`src/rtl/gol_pkg.sv`:
```
// rtl/gol_pkg.sv - shared Game of Life constants, engine state codes and scheduler state enum
package gol_pkg;
  localparam logic [3:0] ENG_S_INIT = 4'd0;
  localparam logic [3:0] ENG_S_IDLE = 4'd5;
  localparam int GRID_BITS = 8;
  localparam int SPECIES_W = 5;

  typedef enum logic [2:0] {
    S_WAIT_INIT,
    S_IDLE,
    S_ISSUE,
    S_BUSY,
    S_EDIT
  } sched_state_e;
endpackage

```
`src/rtl/gol_ram_port_mux.sv`:
```
// rtl/gol_ram_port_mux.sv - cell RAM port select: engine pass-through or one edit write into the displayed bank
module gol_ram_port_mux
  import gol_pkg::*;
(
  input  logic                   sel_edit,
  input  logic                   bank_sel,
  input  logic [2*GRID_BITS-1:0] eng_addr,
  input  logic                   eng_we0,
  input  logic                   eng_we1,
  input  logic [SPECIES_W-1:0]   eng_din,
  input  logic [2*GRID_BITS-1:0] edit_addr,
  input  logic [SPECIES_W-1:0]   edit_din,
  output logic [2*GRID_BITS-1:0] ram_addr,
  output logic                   ram_we0,
  output logic                   ram_we1,
  output logic [SPECIES_W-1:0]   ram_din
);
  always_comb begin
    ram_addr = eng_addr;
    ram_we0  = eng_we0;
    ram_we1  = eng_we1;
    ram_din  = eng_din;
    if (sel_edit) begin
      // edits land in the bank currently on screen
      ram_addr = edit_addr;
      ram_din  = edit_din;
      ram_we0  = ~bank_sel;
      ram_we1  = bank_sel;
    end
  end
endmodule

```
`src/rtl/gol_sched.sv`:
```
// rtl/gol_sched.sv - generation scheduler and cell-RAM port owner for the GoL engine
// GOL_SCHED_OVERRUN_EN: when defined, keeps a saturating count of frame ticks lost while the engine is busy
module gol_sched
  import gol_pkg::*;
#(
  parameter int SPEED_W = 4,
  parameter int GEN_W   = 16
) (
  input  logic                   clk,
  input  logic                   rst,
  input  logic                   video_sof,
  input  logic                   run,
  input  logic                   step_req,
  input  logic [SPEED_W-1:0]     speed,
  input  logic [GEN_W-1:0]       gen_limit,
  input  logic [3:0]             eng_state,
  input  logic                   eng_init_done,
  input  logic                   eng_ram_select,
  input  logic [2*GRID_BITS-1:0] eng_addr,
  input  logic                   eng_we0,
  input  logic                   eng_we1,
  input  logic [SPECIES_W-1:0]   eng_din,
  output logic                   eng_sof,
  input  logic                   edit_valid,
  output logic                   edit_ready,
  input  logic [GRID_BITS-1:0]   edit_x,
  input  logic [GRID_BITS-1:0]   edit_y,
  input  logic [SPECIES_W-1:0]   edit_species,
  output logic [2*GRID_BITS-1:0] ram_addr,
  output logic                   ram_we0,
  output logic                   ram_we1,
  output logic [SPECIES_W-1:0]   ram_din,
  output logic                   paused,
  output logic [GEN_W-1:0]       gens_issued,
  output logic [15:0]            overrun_count
);
  sched_state_e           state_q, state_d;
  logic [SPEED_W-1:0]     frame_cnt_q, frame_cnt_d;
  logic                   issue_pend_q, issue_pend_d;
  logic                   seen_run_q, seen_run_d;
  logic [GEN_W-1:0]       gens_issued_q, gens_issued_d;
  logic [GEN_W-1:0]       gen_limit_q, gen_limit_d;
  logic [2*GRID_BITS-1:0] edit_addr_q, edit_addr_d;
  logic [SPECIES_W-1:0]   edit_din_q, edit_din_d;
  logic                   limit_reached, in_init, frame_tick, frame_wrap, step_ok;
`ifdef GOL_SCHED_OVERRUN_EN
  logic [15:0]            overrun_q, overrun_d;
`endif

  always_comb begin
    state_d       = state_q;
    frame_cnt_d   = frame_cnt_q;
    issue_pend_d  = issue_pend_q;
    seen_run_d    = seen_run_q;
    gens_issued_d = gens_issued_q;
    gen_limit_d   = gen_limit;
    edit_addr_d   = edit_addr_q;
    edit_din_d    = edit_din_q;

    limit_reached = (gen_limit != '0) && (gens_issued_q >= gen_limit);
    in_init       = (state_q == S_WAIT_INIT);
    frame_tick    = video_sof && run && !limit_reached && !in_init;
    // >= rather than == so a speed lowered below the running count still wraps at once
    frame_wrap    = frame_tick && (frame_cnt_q >= speed);
    step_ok       = step_req && !in_init && !limit_reached;

    if (frame_wrap)      frame_cnt_d = '0;
    else if (frame_tick) frame_cnt_d = frame_cnt_q + 1'b1;

    if (state_q == S_ISSUE)     issue_pend_d = 1'b0;
    if (frame_wrap || step_ok)  issue_pend_d = 1'b1;

    if (gen_limit != gen_limit_q)
      gens_issued_d = '0;
    else if (state_q == S_ISSUE && gens_issued_q != '1)
      gens_issued_d = gens_issued_q + 1'b1;

    edit_ready = (state_q == S_IDLE) && (eng_state == ENG_S_IDLE) && !rst;
    eng_sof    = (state_q == S_ISSUE) && !rst;
    paused     = rst || !run || limit_reached || in_init;

    case (state_q)
      S_WAIT_INIT: if (eng_init_done && eng_state == ENG_S_IDLE) state_d = S_IDLE;
      S_IDLE: begin
        if (edit_valid && edit_ready) begin
          edit_addr_d = {edit_y, edit_x};
          edit_din_d  = edit_species;
          state_d     = S_EDIT;
        end else if (issue_pend_q) begin
          state_d = S_ISSUE;
        end
      end
      // a request that arrived alongside the edit is issued straight away
      S_EDIT:  state_d = issue_pend_q ? S_ISSUE : S_IDLE;
      S_ISSUE: begin
        seen_run_d = 1'b0;
        state_d    = S_BUSY;
      end
      S_BUSY: begin
        if (eng_state != ENG_S_IDLE) seen_run_d = 1'b1;
        if (seen_run_q && eng_state == ENG_S_IDLE) state_d = S_IDLE;
      end
      default: state_d = S_WAIT_INIT;
    endcase

`ifdef GOL_SCHED_OVERRUN_EN
    overrun_d = overrun_q;
    if (state_q == S_BUSY && frame_wrap && issue_pend_q && overrun_q != '1)
      overrun_d = overrun_q + 1'b1;
`endif
  end

  always_ff @(posedge clk) begin
    if (rst) begin
      state_q       <= S_WAIT_INIT;
      frame_cnt_q   <= '0;
      issue_pend_q  <= 1'b0;
      seen_run_q    <= 1'b0;
      gens_issued_q <= '0;
      gen_limit_q   <= '0;
      edit_addr_q   <= '0;
      edit_din_q    <= '0;
    end else begin
      state_q       <= state_d;
      frame_cnt_q   <= frame_cnt_d;
      issue_pend_q  <= issue_pend_d;
      seen_run_q    <= seen_run_d;
      gens_issued_q <= gens_issued_d;
      gen_limit_q   <= gen_limit_d;
      edit_addr_q   <= edit_addr_d;
      edit_din_q    <= edit_din_d;
    end
  end

`ifdef GOL_SCHED_OVERRUN_EN
  always_ff @(posedge clk) begin
    if (rst) overrun_q <= '0;
    else     overrun_q <= overrun_d;
  end
  assign overrun_count = overrun_q;
`else
  assign overrun_count = '0;
`endif

  assign gens_issued = gens_issued_q;

  gol_ram_port_mux u_mux (
    .sel_edit  ((state_q == S_EDIT) && !rst),
    .bank_sel  (eng_ram_select),
    .eng_addr  (eng_addr),
    .eng_we0   (eng_we0),
    .eng_we1   (eng_we1),
    .eng_din   (eng_din),
    .edit_addr (edit_addr_q),
    .edit_din  (edit_din_q),
    .ram_addr  (ram_addr),
    .ram_we0   (ram_we0),
    .ram_we1   (ram_we1),
    .ram_din   (ram_din)
  );
endmodule
```
`config.mk`:
```
export PLATFORM = sky130hd
export DESIGN_NAME = gol_sched
export DESIGN_NICKNAME = d
export VERILOG_FILES = /design/src/rtl/gol_pkg.sv /design/src/rtl/gol_ram_port_mux.sv /design/src/rtl/gol_sched.sv
export SDC_FILE = /design/constraint.sdc
export NUM_CORES = 1
export LEC_CHECK = 0
export ABC_AREA = 1
export CORE_MARGIN = 8
export CORE_UTILIZATION = 60
export DETAILED_ROUTE_END_ITERATION = 10
export DONT_BUFFER_PORTS = 1
export PLACE_DENSITY_LB_ADDON = 0.2
export SYNTH_ARGS = -nofsm -noshare
export SYNTH_HDL_FRONTEND = slang
export SYNTH_HIERARCHICAL = 1
export SYNTH_SLANG_ARGS = --single-unit
```
`constraint.sdc`:
```
create_clock -name clk -period 4.3 [get_ports clk]
set_input_delay 0.645 -clock clk [delete_from_list [all_inputs] [get_ports clk]]
set_output_delay 0.645 -clock clk [all_outputs]
set_load 0.01 [all_outputs]
```
==> impl_results.md <==
- Status: completed
- Max-cap violation count: 0
- P_leak: 0.00177 uW
- Inserted Diodes: 0
- Routed vias: ~3200
- Max Slew Vio Count: 0
- Placer Congestion: between 0.8 and 0.9
- Crit path DAT: ~2.1 ns
- Die ar.: 9000 um^2
- Register area share after synthesis: 0.332
- Later-pin clock latency in the skew report: 0.33 ns
- Total Wirelength: ~9000 um
- IO Pins: between 100 and 150
- Area of the multi-input gates: roughly 2100 um^2
- Asr flop ratio synth: 0
- Row cnt: 28
- Relative slew slack: 0.584
- Overflow left after global routing: 0
- Setup violations, final: 0
- Synth Instances: ~550
- Yosys reg bits: 62
- Fillers: 561
- Commonest cells after routing, fill and taps aside: nand2_1 (134), nor2_1 (104), dfxtp_1 (62)
- Clk_skew: approximately 0.0055 ns
- Top post-synthesis cells by area: dfxtp_1 (33%), nand2_1 (13%), nor2_1 (10%)
- Die Y: roughly 95 um
- Tcrit/Tclk final: 0.635
- Overall global routing resource usage: 0.197
- Initial DRC Count: ~140
- Core Area: slightly below 6000 um^2
- Fmax: between 300 and 400 MHz
- Hold-fix buffers, CTS: 0
- Mapped Avg Cell Area: about 7 um^2
- CP startpoint kind: register
- Crit path max-delay cell type: dfxtp_1
- Layout cells sized above 1: 0.0987
- Most common cell after layout, fill and taps aside: nand2_1
- # H-tree levels: 3
- Post-synth EDFFs: 0
- Mapped cell area: between 3000 and 4000 um^2
- Routed WL per cell: 14.0 um
- Worst EP required: 3.65 ns
- Fin. Hold Viols: 0
- Resize count post-CTS: 0
- Crit-path max cell delay: a little under 0.5 ns
- Clock sink count: 62
- CTS root buffer: clkbuf_8
- Final ANT Viol Nets: 0
- Vias/cell: 5.21
- Synth top area share: 0.332
- Vias in the first global route: 3112
- Hold WS: 0.377 ns
- Layout area overhead: 3.45%
- Unique masters post-synth: 39
- Crit path capture type: output pin
- Hold crit path type: in -> reg
- Max clock buf depth: 2
- CTS tree: yes
- Clock Pin Slew Worst Setup and Hold Paths: approximately 0.07 ns
- Post-Route Setup TNS: 0 ns
- Metal3 WL: 1030 um
- CTS Buf Count: 9
- Worst Tran Pin Value: between 0.6 and 0.7 ns
- Post-DP HPWL: roughly 7000 um
- Routed wl met2: roughly 4000 um
- Worst-path maximum fanout: 8
- Ys Warns: 6
- Peak VDD IR: between 0.0002 and 0.00025 V
- Count of nets after finishing: between 600 and 700
- Setup Buffers After CTS: 0
- Initial antenna violation count: 0
- Yosys top cell by area: dfxtp_1
- Met1 WL: roughly 3500 um
- RSZ-0062 raised after global routing: false
- Power per cell area: 301 nW/um^2
- Critical Path, Cell by Cell: inv_1, ha_1, nand2_1, nor2_1, nor2_1, nand2_1, nand2_1, nand2_1, nand2_1, nand2_1, nand2_1, o2111ai_1
- Worst Setup Path Type: reg -> out
- DRT Pass-1 Iters: 4
- Final Critical Period: ~2.7 ns
- Initial Util: 0.627
- Global-route wire length before repair: 14200 um
- Largest net degree at the start of global routing: 25
- Final core occ: 0.649
- Top sig layer: met4
- Most frequent CP cell: nand2_1
- DIE WIDTH: around 95 um
- IO Port Bufs: 0
- Sequential Area: roughly 1200 um^2
- Residual DRC: 0
- Main synth FF type: dfxtp_1
[report_power, final]
part / leakage [uW] / total [uW] / switching, uW / internal, uW
Combinational: 0.00117 / 80.7 / 54.2 / 26.5
Clock: 0.0000952 / 495 / 216 / 278
Sequential: 0.000504 / 587 / 4.21 / 583
[metrics by stage]
step,std cells,power (uW),worst slack (ns),cell area [um^2]
floorplan,560,680,1.92,3790
global placement,607,678,1.78,3670
detailed placement,607,680,1.72,3670
CTS,622,1170,1.53,3860
global route,622,1220,1.35,3860
finish,622,1160,1.57,3860
[logic make-up (layout without fill, tap and decap cells)]
group                      Yosys count  after routing  synth area share
AOI/OAI and AO/OA                   56             56            0.0811
xor gates and xnor gates            10             10            0.0235
adders and majority gates           22             22            0.0737
buffers and inverters               88             75             0.119
DFF                                 62             62             0.332
other                                1             16           0.00100
and+or+nand+nor                    306            306             0.369
[synth_stat cells (3+ instances only)]
master    instances
ha_1             22
xnor2_1           4
nor3b_2           7
dfxtp_1          62
nand3_1          22
buf_4            18
nand4_1           7
o21ai_1           9
nand2_1         134
clkbuf_1          3
nor3_1           10
nor2_1          104
nor2_2            6
inv_2            11
nor4_1            3
o21ai_0          25
a21oi_1          13
xor2_1            6
buf_6             6
inv_1            47
nand3_2           3
nand2_4           3
[layout make-up]
class	instances	area share
clock buffer	11	0.0366
tap	75	0.0243
multi-input combinational	410	0.546
timing repair buffer	1	0.00194
sequential	62	0.321
inverter	59	0.0577
clock inverter	4	0.0123
[worst paths after layout]
check / startpoint / endpoint / slack (ns) / depth (start not counted)
max reg2reg: gen_limit_q[5]$_SDFF_PP0_ / gens_issued[3]$_SDFFE_PP0P_ / 2.18 / 10
max: gens_issued[0]$_SDFFE_PP0P_ / paused / 1.57 / 12
min: rst / state_q[1]$_SDFFE_PP0P_ / 0.38 / 1
min reg2reg: edit_din_q[1]$_SDFFE_PP0P_ / edit_din_q[1]$_SDFFE_PP0P_ / 0.48 / 2
[critical path, delay by kind of cell (launching register included)]
kind / cells / cell delay (ns)
compound gates: 1 / 0.24
fa+ha+maj: 1 / 0.28
buf+inv: 1 / 0.12
flops: 1 / 0.49
simple gates: 9 / 0.62
[metal layers]
layer	up-vias	GRT usage
li1	1701	-
met1	1417	0.216
met2	112	0.337
met3	12	0.0667
met4	0	0.0858
met5	-	0
[flip-flops by register name, indices dropped and copies added (netlist names)]
register	flops
edit_addr_q	16
edit_din_q	5
gen_limit_q	16
seen_run_q	1
frame_cnt_q	4
gens_issued	16
issue_pend_q	1
state_q	3
Note: power is estimated with default switching activity, not from simulation.
==> RTL change 1: new RTL, config.mk and constraints unchanged <==
`edit_addr_q` no longer has a reset.
--- a/src/rtl/gol_sched.sv
+++ b/src/rtl/gol_sched.sv
@@ -119,5 +119,4 @@
       gens_issued_q <= '0;
       gen_limit_q   <= '0;
-      edit_addr_q   <= '0;
       edit_din_q    <= '0;
     end else begin
@@ -128,7 +127,10 @@
       gens_issued_q <= gens_issued_d;
       gen_limit_q   <= gen_limit_d;
-      edit_addr_q   <= edit_addr_d;
       edit_din_q    <= edit_din_d;
     end
+  end
+
+  always_ff @(posedge clk) begin
+    edit_addr_q <= edit_addr_d;
   end
 
Check against the original RTL: no difference found for any inputs over 10 cycles, from zero or initial values and one cycle with rst high; that may be too few to reach the edited logic, so the function may still have changed.
==> RTL change 1 against the original RTL <==
  * Final area shrank 3.7%
  * Die area shrank 3.8%
  * Worst setup slack gained 1.7 ps
  * Global-route usage shrank 1.2 points
  * Register-to-register slack gained 100 ps
  * Synthesized area shrank 4.5%
  * Power shrank 5.7%
  * Sequential cell count is the same
  * First-iteration DRC count grew 15%
  * Wire length shrank 7.3%
  * Highest routed layer unchanged
==> RTL change 1: results (changes against the original RTL) <==
- Status: completed (unchanged)
- Iter 0 DRT Violations: 160 (was 139)
* Gp weighted congestion: 0.897 (was 0.894)
- Routing usage on met1: 0.210 (was 0.216)
- Leakage component of the power: 1.75 nW (was 1.77 nW)
- The final HPWL from detailed placement was 6590 um (was 6990 um).
- Global Route met2 Usage: 0.317 (was 0.337)
- The filler cell count in the final layout came to 554 (was 561).
* First-pass GRT wire length: 13,100 um (was 14,200 um)
- The clock-pin transition on the worst setup and hold timing paths was 70 ps (about the same).
- The global-route met3 utilization is 0.0553 (was 0.0667).
- The post-layout net count is 591 (was 641).
- Number of enable-type register cells in the synthesized netlist: 16 (was 0)
- Worst-case clock skew: 8.18 ps (was 5.45 ps)
* Biggest area contributors in the synthesized netlist: dfxtp_1 26%, nand2_1 14%, edfxtp_1 13%, ha_1 7.7%, nor2_1 7.3% (was dfxtp_1 33%, nand2_1 13%, nor2_1 10%, ha_1 7.4%, inv_1 4.7%)
- The actual transition at the worst max-transition pin was 724 ps (was 623 ps).
- The path category of the worst min-delay check is input pin to flop (unchanged).
* Maximum resistive drop on vdd: 215 uV (was 219 uV)
- Detail-routed net length per standard cell: 14.1 um (was 14.0 um)
- Switching power: 264 uW (was 275 uW)
- Longest individual stage delay on the worst path: 540 ps (was 490 ps)
* Layout cells sized above 1: 0.0683 (was 0.0987)
* Cell variety after synth: 37 (was 39)
- Sequential area share after synthesis: 0.393 (was 0.332)
- The number of levels in the clock H-tree was 3 (unchanged).
- Via-to-Cell Ratio: 5.21 (about the same)
==> RTL change 1: metrics by stage <==
step / power (mW) / util / setup slack, ps / instance area, um2 / instances
finish: 1.10 / 0.640 / 1570 / 3720 / 573
global placement: 0.695 / 0.613 / 1720 / 3560 / 557
detailed placement: 0.697 / 0.613 / 1690 / 3560 / 557
CTS: 1.11 / 0.640 / 1550 / 3720 / 573
global route: 1.15 / 0.640 / 1390 / 3720 / 573
floorplan: 0.697 / - / 1930 / 3620 / 503
==> RTL change 1: path summary, 6_finish.rpt <==
path | endpoint | slack, ps | startpoint | cells after the start
worst max-delay path | paused | 1570 | gens_issued[11] | 7
worst min register to register | frame_cnt_q[3] | 510 | frame_cnt_q[3] | 2
worst max register to register | issue_pend_q | 2280 | gens_issued[11] | 10
worst min-delay path | gen_limit_q[2] | 400 | rst | 1
==> RTL change 1: cell type report <==
class / instances / share of cell area
multi-input cells: 358 / 0.492
repair buffers: 1 / 0.00202
flip-flops and latches: 62 / 0.377
clock inverters: 6 / 0.00807
well taps: 75 / 0.0252
clock buffers: 10 / 0.0343
inverters: 61 / 0.0619
==> RTL change 1: kinds of logic after synthesis <==
group,after synthesis,share of synthesized area
xor+xnor,10,0.0246
buf+inv,83,0.111
flops,62,0.393
other cells,1,0.00105
fa+ha+maj,22,0.0772
simple gates,266,0.327
compound gates,44,0.0663
==> RTL change 1: layer usage <==
metal | vias to the layer above | routed length (um)
met5 | - | 0
met3 | 12 | 738
met1 | 1317 | 3200
li1 | 1556 | -
met4 | 0 | 119
met2 | 98 | 4040
==> RTL change 1: critical path: cells and delay by family, from the launching register on <==
family                     cells  cell delay [ps]
AOI/OAI and AO/OA              4              600
DFF                            1              540
adders and majority gates      1              330
and+or+nand+nor                2              290
==> RTL change 1: power groups by stage <==
stage               clock network [mW]  logic, mW  registers [mW]
global placement                     0     0.0712           0.623
floorplan                            0     0.0746           0.623
detailed placement                   0     0.0737           0.623
global route                     0.452     0.0839           0.611
finish                           0.412     0.0737           0.611
CTS                              0.421     0.0740           0.611
==> RTL change 2: new RTL, same flow settings <==
Without the edit above. The option `GOL_SCHED_OVERRUN_EN` is turned on by a define.
--- a/src/rtl/gol_sched.sv
+++ b/src/rtl/gol_sched.sv
@@ -1,4 +1,6 @@
 // rtl/gol_sched.sv - generation scheduler and cell-RAM port owner for the GoL engine
 // GOL_SCHED_OVERRUN_EN: when defined, keeps a saturating count of frame ticks lost while the engine is busy
+`define GOL_SCHED_OVERRUN_EN
+
 module gol_sched
   import gol_pkg::*;
Behaviour: not the same (a bounded check fails within 10 cycles, from zero or initial values and one cycle with rst high).
==> RTL change 2 against the original RTL <==
  * Count of clock-buffer cells in the layout up 2
  * Final area up 22%
  * Sequential share of layout area up 1.1 points
  * Register-to-register slack worse by 120 ps
  * Critical path depth down 5
  * Highest routed layer unchanged
  * Clock power up 40%
  * Power up 30%
  * Wire length up 26%
  * Combinational power about the same
  * Sequential cell count up 16
  * Worst setup slack better by 96 ps
  * Largest cell class unchanged
  * Synthesized area up 19%
  * Cell count up 20%
==> RTL change 2: results (changes against the original RTL) <==
* Global Route met2 Usage: 0.387 (was 0.337)
- Synthesized-area fraction occupied by xor and xnor cells: 0.0178 (was 0.0235)
* Tightest slew margin relative to the limit: 0.559 (was 0.584)
* Hold Path Sink: gen_limit_q[8] (was state_q[1])
- Routed met1 length: 4240 um (was 3530 um)
- The launch instance of the worst register-to-register path is gens_issued[11] (was gen_limit_q[5]).
* Pwr/cell area: 321 nW/um2 (was 301 nW/um2)
* Biggest area contributors in the synthesized netlist: dfxtp_1 35%, nand2_1 13%, nor2_1 9.5%, ha_1 6.5%, inv_1 5.2% (was dfxtp_1 33%, nand2_1 13%, nor2_1 10%, ha_1 7.4%, inv_1 4.7%)
- Area share of fa/ha/maj cells after synthesis: 0.0649 (was 0.0737)
- The sequential-to-total area share from yosys stat came to 0.352 (was 0.332).
- Detail-routed net length per standard cell: 14.7 um (was 14.0 um)
* Fin nets: 744 (was 641)
- Layout cells sized above 1: 0.0862 (was 0.0987)
* R2R depth: 11 (was 10)
- The smallest hold slack was 371 ps (was 377 ps).
- Part of the power in the clock network: 0.459 (was 0.425)
- The top fanout value on the critical path was 9 (was 8).
- Worst-case clock skew: 8.70 ps (was 5.45 ps)
* Via count of the first global-routing pass: 3,948 (was 3,112)
- The endpoint of the worst-slack reg-to-reg timing path was overrun_count[1] (was gens_issued[3]).
- The time the final worst path needs with I/O delays and setup was 2630 ps (was 2730 ps).
- The met1 track demand over resource came to 0.213 (was 0.216).
- Count of placed standard cells including taps: 733 (was 607)
* Maximum resistive drop on vdd: 183 uV (was 219 uV)
- The combined global-route utilization of all metal layers is 0.209 (was 0.197).
- The final estimated routing congestion in global placement came to 0.824 (was 0.894).
- The cell internal power dissipation is 1.18 mW (was 888 uW).
- Met3 track demand over resource: 0.0606 (was 0.0667)
- Number of warnings reported in the yosys synthesis log: 6 (unchanged)
- The power attributed to sequential cells is 735 uW (was 587 uW).
- The fraction of the mapped netlist area in compound gates was 0.110 (was 0.0811).
* Family of cells with the greatest summed delay on the critical path: flip-flops (was simple AND/OR/NAND/NOR gates)
- Overall via count from detail_route: 4,106 (was 3,242)
- The wire length of the first global-routing pass was 17,700 um (was 14,200 um).
* Cell variety after synth: 46 (was 39)
- Routed WL: 11,000 um (was 8740 um)
- Count of mapped cells out of synthesis: 650 (was 545)
* Status: completed (unchanged)
- The filler cell count in the final layout came to 687 (was 561).
* Iter 0 DRT Violations: 140 (was 139)
* Leakage component of the power: 1.97 nW (was 1.77 nW)
- The maximum number of pins on one net before global-route repair was 40 (was 25).
==> RTL change 2: changes by cell type after synthesis, sizes merged, moves of 4 or more <==
cell	delta
nor4	+5
a21oi	+22
inv	+16
buf	-17
dfxtp	+16
nand2	+18
clkbuf	+6
o21ai	+7
nor3b	-4
nand3	+11
nor2	+11
nor3	+7
==> RTL change 2: worst max-delay path by stage <==
stage	start	end	cells after the start
after CTS	gens_issued[0]	paused	12
after global routing	gens_issued[0]	paused	12
after detailed placement	gen_limit[3]	paused	12
after floorplan	rst	ram_addr[0]	7
after global placement	gen_limit[3]	paused	12
final	gens_issued[11]	paused	7
==> RTL change 2: final cells by class <==
type	instances	area, um2	area share
Clock inverter	3	90.1	0.0192
Tap cell	99	124	0.0264
Timing Repair Buffer	2	15.0	0.00319
Inverter	76	290	0.0618
Sequential cell	78	1560	0.332
Clock buffer	13	159	0.0338
Multi-Input combinational cell	478	2460	0.524
